`src/rtl/pool_cu_gen.sv`:
```
// pool_cu_gen: generalised pooling control unit walking every KxK window with stride S over the IFM
module pool_cu_gen #(
  parameter int IFM_SIZE              = 28,
  parameter int KERNEL_SIZE           = 2,
  parameter int STRIDE                = 2,
  parameter int RD_LAT                = 1,
  parameter int OFM_SIZE              = (IFM_SIZE - KERNEL_SIZE) / STRIDE + 1,
  parameter int ADDRESS_SIZE_IFM      = $clog2(IFM_SIZE * IFM_SIZE),
  parameter int ADDRESS_SIZE_NEXT_IFM = $clog2(OFM_SIZE * OFM_SIZE)
) (
  input  logic                             clk,
  input  logic                             reset,
  input  logic                             start_from_previous,
  input  logic                             pool_mode_in,
  input  logic                             end_from_next,
  output logic                             end_to_previous,
  output logic                             ifm_enable_read,
  output logic [ADDRESS_SIZE_IFM-1:0]      ifm_address_read,
  output logic                             pool_first,
  output logic                             pool_last,
  output logic                             pool_mode,
  output logic                             ifm_enable_write_next,
  output logic [ADDRESS_SIZE_NEXT_IFM-1:0] ifm_address_write_next,
  output logic                             start_to_next,
  output logic                             ifm_sel_next
);
  localparam int AW = ADDRESS_SIZE_IFM;
  localparam int NW = ADDRESS_SIZE_NEXT_IFM;
  localparam int CW = $clog2(IFM_SIZE + 1);
  localparam logic [CW-1:0] KMAX = CW'(KERNEL_SIZE - 1);
  localparam logic [CW-1:0] OMAX = CW'(OFM_SIZE - 1);
  localparam logic [AW-1:0] ROW_STEP = AW'(IFM_SIZE);
  localparam logic [AW-1:0] OY_STEP = AW'(STRIDE * IFM_SIZE);
  localparam logic [AW-1:0] OX_STEP = AW'(STRIDE);
  localparam logic [NW-1:0] WMAX = NW'(OFM_SIZE * OFM_SIZE - 1);
  localparam logic [2:0] DMAX = 3'(RD_LAT);

  typedef enum logic [1:0] {IDLE, READ, DRAIN, HOLD} state_t;

  state_t state;
  logic [CW-1:0] kx, ky, ox, oy;
  logic [AW-1:0] oy_row, ky_row, ox_col;
  logic [2:0] dcnt;
  logic pending;
  logic [RD_LAT-1:0] first_sr, last_sr;
  logic k_end, win_end, row_end, frame_end;

  assign k_end     = kx == KMAX;
  assign win_end   = k_end && ky == KMAX;
  assign row_end   = win_end && ox == OMAX;
  assign frame_end = row_end && oy == OMAX;

  // row/column bases are kept as running sums so the address is a plain add
  assign ifm_address_read = oy_row + ky_row + ox_col + AW'(kx);
  assign pool_first       = first_sr[RD_LAT-1];
  assign pool_last        = last_sr[RD_LAT-1];

  // frame sequencing, window walk, drain timing and next-layer handoff
  always_ff @(posedge clk or negedge reset) begin
    if (!reset) begin
      state           <= IDLE;
      kx              <= '0;
      ky              <= '0;
      ox              <= '0;
      oy              <= '0;
      oy_row          <= '0;
      ky_row          <= '0;
      ox_col          <= '0;
      dcnt            <= '0;
      pending         <= 1'b0;
      pool_mode       <= 1'b0;
      ifm_enable_read <= 1'b0;
      end_to_previous <= 1'b1;
      start_to_next   <= 1'b0;
      ifm_sel_next    <= 1'b0;
    end else begin
      start_to_next <= pending && end_from_next;
      if (start_to_next) ifm_sel_next <= !ifm_sel_next;
      if (pending && end_from_next) pending <= 1'b0;
      case (state)
        IDLE: if (start_from_previous) begin
          state <= pending ? HOLD : READ;
          if (!pending) begin
            ifm_enable_read <= 1'b1;
            end_to_previous <= 1'b0;
            pool_mode       <= pool_mode_in;
          end
        end
        HOLD: if (!pending) begin
          state           <= READ;
          ifm_enable_read <= 1'b1;
          end_to_previous <= 1'b0;
          pool_mode       <= pool_mode_in;
        end
        READ: begin
          kx <= k_end ? '0 : kx + 1'b1;
          if (k_end) ky <= ky == KMAX ? '0 : ky + 1'b1;
          if (k_end) ky_row <= ky == KMAX ? '0 : ky_row + ROW_STEP;
          if (win_end) ox <= ox == OMAX ? '0 : ox + 1'b1;
          if (win_end) ox_col <= ox == OMAX ? '0 : ox_col + OX_STEP;
          if (row_end) oy <= oy == OMAX ? '0 : oy + 1'b1;
          if (row_end) oy_row <= oy == OMAX ? '0 : oy_row + OY_STEP;
          if (frame_end) begin
            state           <= DRAIN;
            ifm_enable_read <= 1'b0;
            end_to_previous <= 1'b1;
          end
        end
        DRAIN: begin
          dcnt <= dcnt == DMAX ? '0 : dcnt + 1'b1;
          if (dcnt == DMAX) begin
            pending <= 1'b1;
            state   <= IDLE;
          end
        end
        default: state <= IDLE;
      endcase
    end
  end

  // window strobes follow the read data through the memory latency; write one cycle later
  always_ff @(posedge clk or negedge reset) begin
    if (!reset) begin
      first_sr               <= '0;
      last_sr                <= '0;
      ifm_enable_write_next  <= 1'b0;
      ifm_address_write_next <= '0;
    end else begin
      first_sr               <= RD_LAT'({first_sr, state == READ && kx == '0 && ky == '0});
      last_sr                <= RD_LAT'({last_sr, state == READ && win_end});
      ifm_enable_write_next  <= last_sr[RD_LAT-1];
      if (ifm_enable_write_next)
        ifm_address_write_next <= ifm_address_write_next == WMAX ? '0 : ifm_address_write_next + 1'b1;
    end
  end
endmodule

```
`config.mk`:
```
export PLATFORM = sky130hd
export DESIGN_NAME = pool_cu_gen
export DESIGN_NICKNAME = d
export VERILOG_FILES = /design/src/rtl/pool_cu_gen.sv
export SDC_FILE = /design/constraint.sdc
export NUM_CORES = 1
export LEC_CHECK = 0
export CAP_MARGIN = 0
export CORE_MARGIN = 4
export CORE_UTILIZATION = 55
export DETAILED_ROUTE_END_ITERATION = 12
export GPL_TIMING_DRIVEN = 0
export HOLD_SLACK_MARGIN = 0.12
export PLACE_DENSITY = 0.76
export SLEW_MARGIN = 20
export SYNTH_ARGS = -nofsm -noshare
export SYNTH_HDL_FRONTEND = slang
export SYNTH_SLANG_ARGS = --single-unit
```
`constraint.sdc`:
```
create_clock -name clk -period 6.79 [get_ports clk]
set_input_delay 0.679 -clock clk [delete_from_list [all_inputs] [get_ports clk]]
set_output_delay 0.679 -clock clk [all_outputs]
set_load 0.02 [all_outputs]
```
==> key figures, run 1 <==
Status
  • Outcome: finished, final reports clean

Power and ir drop
  • Clk pwr share: ~46%
  • Power Density: between 150 and 200 nW/um^2
  • Sequential share of power: between 50% and 60%
  • P_leak: between 2 and 2.5 nW
  • NetSw: between 0.00015 and 0.0002 W
  • Int Power: a little over 0.0006 W
  • Max IR drop VDD: 163 uV
  • Combinational Power Share: ~3.2%
  • Switch share: a little over a fifth

Global routing
  • Largest net degree at the start of global routing: 35
  • Vias in the first global route: 2910
  • Total Routing Usage GR: between 10% and 20%
  • Number of antenna violations at the first check in global routing: 0
  • First-pass GRT wire length: roughly 13000 um
  • Gr ovfl total: 0

Clocking
  • Root Driver: clkbuf_8
  • TritonCTS clock tree: built
  • Worst skew pair latency: between 0.3 and 0.4 ns
  • CTS buffer count: 9
  • Post-CTS Hold Fix Bufs: 0
  • CTS Buffer Depth: 2
  • Clock Sinks: 66
  • H-Tree Depth: 3
  • Post-CTS Setup Inserts: 0
  • Clock-pin slew on the worst setup and hold paths: 0.08 ns
  • CTS resizes: 0

Yosys
  • Ys Warns: 0
  • Post-Syn Instances: about 390
  • EDFF count, synth: 0
  • Synth Register Bits: 66
  • Avg Cell Area, Syn: 10.1 sq um
  • Mapped Area: 3920 sq um
  • Unique masters post-synth: 54
  • Sequential fraction of the synthesis area: between 40% and 50%
  • Main flop type after synthesis: dfrtp_1
  • Post-synthesis async set-or-reset flop share: 100%

Floorplan
  • Die Wd: about 92 um
  • I/O pin count: 31
  • Die area: approximately 8500 sq um
  • Core area: about 7000 sq um
  • Row cnt: 30
  • Starting Density: a little under three fifths
  • Die H: a little over 90 um

Finish
  • Most frequent cells in the layout: 65 x dfrtp_1, 32 x inv_1, 32 x xnor2_1, 32 x ha_1, 29 x clkdlybuf4s50_1
  • Layout Utilization: about two thirds
  • Layout cells sized above 1: 7.57%
  • Final #Nets: about 480
  • Commonest non-fill, non-tap cell in the layout: dfrtp_1
  • Area grow syn2layout: 16.9%
  • Final antenna diode count: 0

Worst setup path
  • FF-to-FF Start: kx[1]
  • Worst R2R End: ox[0]
  • WP data arrival: 3.82 ns
  • R2R cell count: 8
  • Worst reg2reg setup slack: around 4.1 ns
  • Critical path launch point type: flop
  • Worst Path Required: between 6 and 7 ns
  • CP Class: flop to primary output
  • Worst setup path end: ifm_address_read[8]
  • Crit path from: kx[3]
  • Setup crit end kind: primary output
  • CP max FO: 6

Placed design
  • Post-DP HPWL: a little under 6000 um
  • Number of port buffers: 30
  • RD Place Congestion: between 0.8 and 0.9

STA
  • Final worst path period need: between 4 and 5 ns
  • Clock Skew: about 0.01 ns
  • Final Cycle Share: between 60% and 70%
  • Final hold vios: 0
  • RSZ-0062 raised after global routing: false
  • Slew headroom: just over 30%
  • Worst slew pin tran: 1.02 ns
  • Slew Viols, Final: 0
  • Setup TNS Final: 0 ns
  • Fmax: around 220 MHz
  • Final setup fails: 0

Drt
  • Initial DRC count: 192
  • Vias per cell: approximately 5.5
  • WL/cell: around 15 um
  • DR vias: 2927
  • # DRC: 0
  • Total Routed Length: between 7000 and 8000 um
  • Pre-Repair DR Iteration Count: 4
  • Antenna-violating nets left: 0

Worst hold path
  • Hold Crit Class: input pin to async pin

Run
  • Max-cap violation count: 0
## through the flow
step                total power [W]  setup slack [ns]  cells  cell area [sq um]  hold slack [ns]
floorplan                  0.000411              3.37    389               3930            0.383
global placement           0.000427              2.68    515               4350            0.380
detailed placement         0.000429              2.66    516               4370            0.377
CTS                        0.000794              2.27    532               4590            0.274
global route               0.000808              2.05    532               4590            0.282
finish                     0.000783              2.29    532               4590            0.277
## flip-flops by register name, summed over array words and instances (netlist names), 2 cells and up
| register | count |
|---|---|
| oy | 5 |
| dcnt | 3 |
| ox_col | 9 |
| kx | 5 |
| ox | 5 |
| state | 2 |
| ifm_address_write_next | 8 |
| ky_row | 8 |
| ky | 5 |
| oy_row | 7 |
## how the worst min path moves through the flow
stage,to,start
detailed placement,ifm_enable_write_next,pool_last
global route,ky_row[3],reset
floorplan,dcnt[0],reset
global placement,ifm_enable_write_next,pool_last
CTS,ky_row[5],reset
finish,ky_row[5],reset
## critical path, stage by stage (launching register included)
cell and delay, ns:
dfrtp_1 0.44, inv_1 0.12, fa_1 0.54, inv_1 0.05, fa_1 0.45, ha_1 0.36
a21oi_1 0.23, o21ai_0 0.17, o41ai_1 0.33, xnor2_1 0.16, clkdlybuf4s50_1 0.62
## metal layers
layer / GRT usage [%] / wire, um
met4: 6.44 / 65
met1: 24.9 / 3450
met2: 32.6 / 3850
met5: 0 / 0
met3: 5.69 / 377
## logic make-up (layout without fill, tap and decap cells)
| family | after synthesis | after routing | share of synthesized area (%) |
|---|---|---|---|
| AND/OR/NAND/NOR | 131 | 131 | 18.4 |
| flip-flops | 66 | 66 | 42.1 |
| multiplexers | 6 | 6 | 1.66 |
| buffers and inverters | 44 | 91 | 4.40 |
| XOR/XNOR | 38 | 38 | 8.48 |
| adder cells (fa/ha/maj) | 43 | 43 | 15.8 |
| AO/OA/AOI/OAI | 58 | 58 | 9.06 |
| other | 1 | 3 | 0.0956 |
## cells in the mapped netlist (9+ instances only)
cell	number	area [sq um]
fa_1	11	220
nand2_1	23	86.3
nor4_1	10	62.6
xnor2_1	32	280
nand3_1	15	75.1
nor3_1	9	45.0
nand4_1	18	113
nor2_1	26	97.6
inv_1	32	120
o21ai_0	28	140
ha_1	32	400
dfrtp_1	65	1630
## power by group through the flow
stage	Combinational [W]	Sequential, W	Clock [W]
2_1_floorplan	0.00000633	0.000405	0
3_5_place_dp	0.0000259	0.000403	0
3_3_place_gp	0.0000242	0.000403	0
5_1_grt	0.0000279	0.000395	0.000385
6_report	0.0000252	0.000395	0.000363
4_1_cts	0.0000260	0.000395	0.000373
## layout make-up
cell class | instances | area (sq um)
plain buffers | 11 | 48.8
flip-flops and latches | 66 | 1650
fillers | 527 | 2280
inverters | 33 | 124
well taps | 96 | 120
repair buffers | 31 | 318
multi-input cells | 279 | 2110
clock inverters | 6 | 90.1
clock buffers | 10 | 128
Note: power is estimated with default switching activity, not from simulation.
==> run 2: changes to the inputs <==
==> constraint.sdc (replaced) <==
create_clock -name clk -period 4.6 [get_ports clk]
set_input_delay 0.46 -clock clk [delete_from_list [all_inputs] [get_ports clk]]
set_output_delay 0.46 -clock clk [all_outputs]
set_load 0.02 [all_outputs]
==> run 2 against run 1 <==
Effect of this change: via count is 0.51% higher; flip-flop and latch count stayed put; sequential power is 48% higher; non-clock buffer count is 1 higher; combinational power is 50% higher; setup slack worse by 2.0 ns; hold slack better by 0.11 ns; sequential share of layout area is 0.078 points lower; largest cell class unchanged.
==> key figures, run 2 (synthesized netlist as in run 1, its figures left out) <==
Worst setup path
  • R2R cell count: 8 (unchanged)
  • Worst path max stage delay: 0.62 ns (about the same)
  • CP max FO: 6 (unchanged)
  • Worst setup path end: ifm_address_read[8] (unchanged)
  • FF-to-FF Start: kx[1] (unchanged)
  • Worst R2R End: ox[0] (unchanged)
  • Worst Path Required: 4.14 ns (was 6.11 ns)
  • Crit. path cell count: 10 (unchanged)
  • Crit path cell chain: inv_1 -> fa_1 -> inv_1 -> fa_1 -> ha_1 -> a21oi_1 -> o21ai_0 -> o41ai_1 -> xnor2_1 -> clkdlybuf4s50_1 (unchanged)
  • CP max-delay cell: clkdlybuf4s50_1 (unchanged)
  • Setup crit end kind: primary output (unchanged)
  • WP data arrival: 3.81 ns (was 3.82 ns)
  • Crit path from: kx[3] (unchanged)
  • Worst Path Buf+Inv: 3 (unchanged)
  • CP Class: flop to primary output (unchanged)
  • Worst reg2reg setup slack: 1.92 ns (was 4.12 ns)
  • Largest delay contributor family on the critical path: adder cells (unchanged)
  • Critical path launch point type: flop (unchanged)

Clocking
  • H-Tree Depth: 3 (unchanged)
  • Clock-pin slew on the worst setup and hold paths: 0.07 ns (was 0.08 ns)
  • CTS Buffer Depth: 2 (unchanged)
  • CTS buffer count: 9 (unchanged)
  • Clock Sinks: 66 (unchanged)
  • CTS resizes: 0 (unchanged)
  • TritonCTS clock tree: built (unchanged)
  • Root Driver: clkbuf_8 (unchanged)
  • Worst skew pair latency: 0.35 ns (was 0.34 ns)

Finish
  • Fin area: 4600 sq um (was 4590 sq um)
  • Final #Nets: 480 (was 479)
  • Area grow syn2layout: 17.2% (was 16.9%)
  • Most frequent cells in the layout: 65 x dfrtp_1, 32 x inv_1, 32 x xnor2_1, 32 x ha_1, 29 x clkdlybuf4s50_1 (unchanged)
  • Largest regs: ox_col (9), ifm_address_write_next (8), ky_row (8) (unchanged)
  • Largest register FFs: 9 (unchanged)
  • Multi-input gate area: 2110 sq um (unchanged)
  • Layout cells sized above 1: 7.55% (was 7.57%)
  • Filler cell count: 526 (was 527)
  • Most flops, register: ox_col (unchanged)
  • Final antenna diode count: 0 (unchanged)
  • Commonest non-fill, non-tap cell in the layout: dfrtp_1 (unchanged)
  • Storage cell area: 1650 sq um (unchanged)

Global routing
  • Largest net degree at the start of global routing: 35 (unchanged)
  • First-pass GRT wire length: 13400 um (unchanged)
  • Number of antenna violations at the first check in global routing: 0 (unchanged)
  • Gr ovfl total: 0 (unchanged)
  • Total Routing Usage GR: 19.7% (unchanged)
  • Vias in the first global route: 2910 (unchanged)

Floorplan
  • Core area: 6870 sq um (unchanged)
  • Starting Density: 57.1% (unchanged)
  • I/O pin count: 31 (unchanged)
  • Row cnt: 30 (unchanged)
  • Die area: 8550 sq um (unchanged)
  • Die Wd: 92.5 um (unchanged)
  • Die H: 92.5 um (unchanged)

Drt
  • Vias per cell: 5.52 (was 5.50)
  • WL/cell: 14.6 um (was 14.5 um)
  • M1 WL: 3510 um (was 3450 um)
  • # DRC: 0 (unchanged)
  • Initial DRC count: 174 (was 192)
  • Pre-Repair DR Iteration Count: 5 (was 4)
  • Total Routed Length: 7770 um (was 7740 um)
  • Antenna-violating nets left: 0 (unchanged)
  • WL met3: 331 um (was 377 um)
  • Metal2 WL: 3860 um (was 3850 um)
  • DR vias: 2942 (was 2927)
  • Highest Signal Layer: met4 (unchanged)

STA
  • Final setup fails: 0 (unchanged)
  • Worst slew pin tran: 1.04 ns (was 1.02 ns)
  • Worst Setup Slack, final: 0.326 ns (was 2.29 ns)
  • Slew headroom: 30.0% (was 30.8%)
  • Clock Skew: 0.00997 ns (was 0.0103 ns)
  • Hold slack: 0.387 ns (was 0.277 ns)
  • RSZ-0062 raised after global routing: false (unchanged)
  • Final hold vios: 0 (unchanged)
  • Final Cycle Share: between 90% and 100%
  • Fmax: between 200 and 250 MHz
  • Setup TNS Final: 0 ns (unchanged)
  • Final worst path period need: between 4 and 5 ns
  • Slew Viols, Final: 0 (unchanged)

Worst hold path
  • Hold Crit Class: flop to flop (was input pin to async pin)
  • Hold wc startpoint: pool_last

Power and ir drop
  • Max IR drop VDD: 241 uV (was 163 uV)
  • P_leak: 2.08 nW (about the same)
  • Power Density: 252 nW/um^2 (was 171 nW/um^2)
  • Pwr Total: 0.00116 W (was 0.000783 W)

Status
  • Outcome: finished, final reports clean (unchanged)

Placed design
  • Worst slack, placed: 0.693 ns (was 2.66 ns)
  • Number of port buffers: 30 (unchanged)
  • RD Place Congestion: 0.801 (unchanged)
  • Area post-placement: 4370 sq um (unchanged)
  • Post-DP HPWL: 5800 um (unchanged)

Run
  • Max-cap violation count: 0 (unchanged)
## run 2: report_power, final
group	switching, W	internal, W	total (W)
Clock	0.000229	0.000307	0.000537
Combinational	0.0000221	0.0000156	0.0000377
Sequential	0.00000131	0.000582	0.000583
Total	0.000253	0.000905	0.00116
## run 2: per-stage QoR
stage | util, % | cells
finish | 66.9 | 533
CTS | 66.9 | 533
global placement | 63.4 | 515
detailed placement | 63.6 | 516
floorplan | - | 389
global route | 66.9 | 533
## run 2: layer usage
metal | global-route usage [%] | vias up
met5 | 0 | -
met3 | 5.61 | 6
met4 | 6.44 | 0
met2 | 32.6 | 56
met1 | 25.0 | 1436
li1 | - | 1444
## run 2: timing repair
action,4_1_cts,5_1_grt
setup buffers,0,0
hold buffers,1,0
endpoints found under the hold margin,32,0
## run 2: area by class of cell
cell class | count | share of cell area [%]
multi-input cells | 279 | 45.8
flip-flops and latches | 66 | 36.0
repair buffers | 32 | 7.13
clock buffers | 10 | 2.78
inverters | 33 | 2.69
well taps | 96 | 2.61
clock inverters | 6 | 1.96
plain buffers | 11 | 1.06
## run 2: worst min path at each step
stage | slack [ns] | to | cells past startpoint
after global placement | 0.38 | ifm_enable_write_next | 0
after global routing | 0.40 | ifm_enable_write_next | 0
after floorplan | 0.16 | dcnt[0] | 0
after detailed placement | 0.38 | ifm_enable_write_next | 0
final | 0.39 | ifm_enable_write_next | 0
after CTS | 0.39 | ifm_enable_write_next | 0
## run 2: worst reg2reg max path: cells and delay by family, from the launching register on
kind	cells	cell delay, ns
adders and majority gates	1	0.19
and+or+nand+nor	3	1.25
DFF	1	0.44
buffers and inverters	3	0.58
AOI/OAI and AO/OA	1	0.15
==> run 3: changes to the inputs <==
--- a/config.mk
+++ b/config.mk
@@ -9,7 +9,6 @@
 export CORE_MARGIN = 4
 export CORE_UTILIZATION = 55
 export DETAILED_ROUTE_END_ITERATION = 12
-export GPL_TIMING_DRIVEN = 0
 export HOLD_SLACK_MARGIN = 0.12
 export PLACE_DENSITY = 0.76
 export SLEW_MARGIN = 20
==> run 3 against run 2 <==
Effect of this change: combinational power down 6.1%; sequential share of layout area up 0.51 points; register-to-register slack worse by 0.20 ns; non-clock buffer count down 12; critical endpoint unchanged; largest power group unchanged.
==> key figures, run 3 (synthesized netlist as in run 1, its figures left out) <==
Status
  • Outcome: finished, final reports clean (unchanged)

Placed design
  • RD Place Congestion: 0.877 (was 0.801)
  • Post-DP HPWL: 5530 um (was 5800 um)
  • Number of port buffers: 30 (unchanged)
  • Area post-placement: 4310 sq um (was 4370 sq um)

Worst setup path
  • Critical path launch point type: flop (unchanged)
  • Worst reg2reg setup slack: 1.72 ns (was 1.92 ns)
  • Setup crit end kind: primary output (unchanged)
  • CP max-delay cell: clkdlybuf4s50_1 (unchanged)
  • CP max FO: 6 (unchanged)
  • Crit path cell chain: inv_1 -> fa_1 -> inv_1 -> fa_1 -> ha_1 -> a21oi_1 -> o21ai_0 -> o41ai_1 -> xnor2_1 -> clkdlybuf4s50_1 (unchanged)
  • FF-to-FF Start: state[1] (was kx[1])
  • Worst path max stage delay: 0.61 ns (was 0.62 ns)
  • R2R cell count: 6 (was 8)
  • WP data arrival: 3.76 ns (was 3.81 ns)
  • Worst R2R End: oy_row[9] (was ox[0])
  • CP Class: flop to primary output (unchanged)
  • Worst Path Required: 4.14 ns (about the same)

Power and ir drop
  • Combinational Power Share: 3.0% (was 3.3%)
  • Max IR drop VDD: 297 uV (was 241 uV)
  • NetSw: 0.000248 W (was 0.000253 W)
  • Power Density: 257 nW/um^2 (was 252 nW/um^2)
  • Pwr Total: 0.00116 W (about the same)
  • P_leak: 2.05 nW (was 2.08 nW)
  • Int Power: 0.000916 W (was 0.000905 W)
  • Switch share: 21.3% (was 21.8%)
  • Clk pwr share: 46.8% (was 46.3%)
  • Sequential share of power: 50.1% (was 50.4%)

STA
  • Setup TNS Final: 0 ns (unchanged)
  • Final worst path period need: 4.22 ns (was 4.27 ns)
  • Fmax: 237 MHz (was 234 MHz)
  • RSZ-0062 raised after global routing: false (unchanged)
  • Final Cycle Share: 91.8% (was 92.9%)
  • Slew headroom: 39.6% (was 30.0%)
  • Clock Skew: 0.0124 ns (was 0.00997 ns)
  • Final setup fails: 0 (unchanged)
  • Worst slew pin tran: 0.894 ns (was 1.04 ns)
  • Slew Viols, Final: 0 (unchanged)
  • Final hold vios: 0 (unchanged)

Finish
  • Most flops, register: ox_col (unchanged)
  • Area grow syn2layout: 15.5% (was 17.2%)
  • Final #Nets: 468 (was 480)
  • Commonest non-fill, non-tap cell in the layout: dfrtp_1 (unchanged)
  • Largest regs: ox_col (9), ifm_address_write_next (8), ky_row (8) (unchanged)
  • Layout cells sized above 1: 7.06% (was 7.55%)
  • Layout Utilization: 66.0% (was 66.9%)
  • Largest register FFs: 9 (unchanged)
  • Fin area: 4530 sq um (was 4600 sq um)
  • Final antenna diode count: 0 (unchanged)
  • Most frequent cells in the layout: 65 x dfrtp_1, 32 x inv_1, 32 x xnor2_1, 32 x ha_1, 29 x clkdlybuf4s50_1 (unchanged)

Floorplan
  • Die H: 92.5 um (unchanged)
  • Core area: 6870 sq um (unchanged)
  • Row cnt: 30 (unchanged)
  • Die area: 8550 sq um (unchanged)
  • Starting Density: 57.1% (unchanged)
  • Die Wd: 92.5 um (unchanged)
  • I/O pin count: 31 (unchanged)

Drt
  • DR vias: 2862 (was 2942)
  • Vias per cell: 5.49 (was 5.52)
  • Antenna-violating nets left: 0 (unchanged)
  • Pre-Repair DR Iteration Count: 4 (was 5)
  • # DRC: 0 (unchanged)
  • WL/cell: 14.4 um (was 14.6 um)
  • Initial DRC count: 142 (was 174)
  • Total Routed Length: 7510 um (was 7770 um)

Global routing
  • Largest net degree at the start of global routing: 67 (was 35)
  • Gr ovfl total: 0 (unchanged)
  • First-pass GRT wire length: 12900 um (was 13400 um)
  • Total Routing Usage GR: 18.9% (was 19.7%)
  • Vias in the first global route: 2790 (was 2910)
  • Number of antenna violations at the first check in global routing: 0 (unchanged)

Clocking
  • Post-CTS Hold Fix Bufs: 0 (was 1)
  • CTS buffer count: 9 (unchanged)
  • TritonCTS clock tree: built (unchanged)
  • H-Tree Depth: 3 (unchanged)
  • Clock Sinks: 66 (unchanged)
  • CTS Buffer Depth: 2 (unchanged)
  • Clock-pin slew on the worst setup and hold paths: 0.07 ns (about the same)
  • Worst skew pair latency: 0.34 ns (was 0.35 ns)
  • Post-CTS Setup Inserts: 0 (unchanged)
  • CTS resizes: 0 (unchanged)
  • Root Driver: clkbuf_8 (unchanged)

Worst hold path
  • Hold Crit Class: input pin to async pin (was flop to flop)

Run
  • Max-cap violation count: 0 (unchanged)
run 3: cell count changes in the layout (fill, tap and decap cells not counted), sizes merged:
cell,change
dlygate4sd3,-1
clkinv,+1
inv,-1
buf,-5
clkbuf,-6
run 3: through the flow:
| stage | hold WS [ns] | worst slack (ns) | std cells |
|---|---|---|---|
| after floorplan | 0.164 | 1.40 | 389 |
| after global placement | 0.368 | 0.797 | 505 |
| after detailed placement | 0.362 | 0.726 | 505 |
| after CTS | 0.318 | 0.358 | 521 |
| after global routing | 0.345 | 0.166 | 521 |
| final | 0.285 | 0.379 | 521 |
run 3: how the worst max path moves through the flow:
stage	start	to	slack, ns
final	kx[3]	ifm_address_read[8]	0.38
after global routing	kx[3]	ifm_address_read[8]	0.17
after CTS	kx[3]	ifm_address_read[8]	0.36
after detailed placement	kx[3]	ifm_address_read[8]	0.73
after global placement	kx[3]	ifm_address_read[8]	0.80
after floorplan	kx[3]	ifm_address_read[8]	1.40
run 3: power groups by stage:
stage	Sequential (W)	Clock, W	Combinational (W)
6_report	0.000584	0.000545	0.0000354
5_1_grt	0.000584	0.000581	0.0000395
4_1_cts	0.000584	0.000559	0.0000366
3_5_place_dp	0.000595	0	0.0000366
3_3_place_gp	0.000595	0	0.0000363
2_1_floorplan	0.000598	0	0.00000935
run 3: area by class of cell:
type	instances	area (sq um)
Sequential cell	66	1650
Fill cell	548	2340
Clock buffer	10	138
Multi-Input combinational cell	279	2110
Timing Repair Buffer	31	303
Tap cell	96	120
Clock inverter	6	90.1
Inverter	33	124
run 3: critical path: cells and delay by family, from the launching register on:
family | cells | cell delay (ns)
buf+inv | 3 | 0.77
flops | 1 | 0.43
compound gates | 3 | 0.72
xor+xnor | 1 | 0.16
fa+ha+maj | 3 | 1.35
run 3: routing by layer:
layer	vias up	part of all wire (%)	wire (um)	track usage (%)
met5	-	0	0	0
met4	0	0.80	60	5.57
met3	6	3.8	284	5.12
met2	48	49	3640	30.5
met1	1389	47	3520	24.9
li1	1419	-	-	-
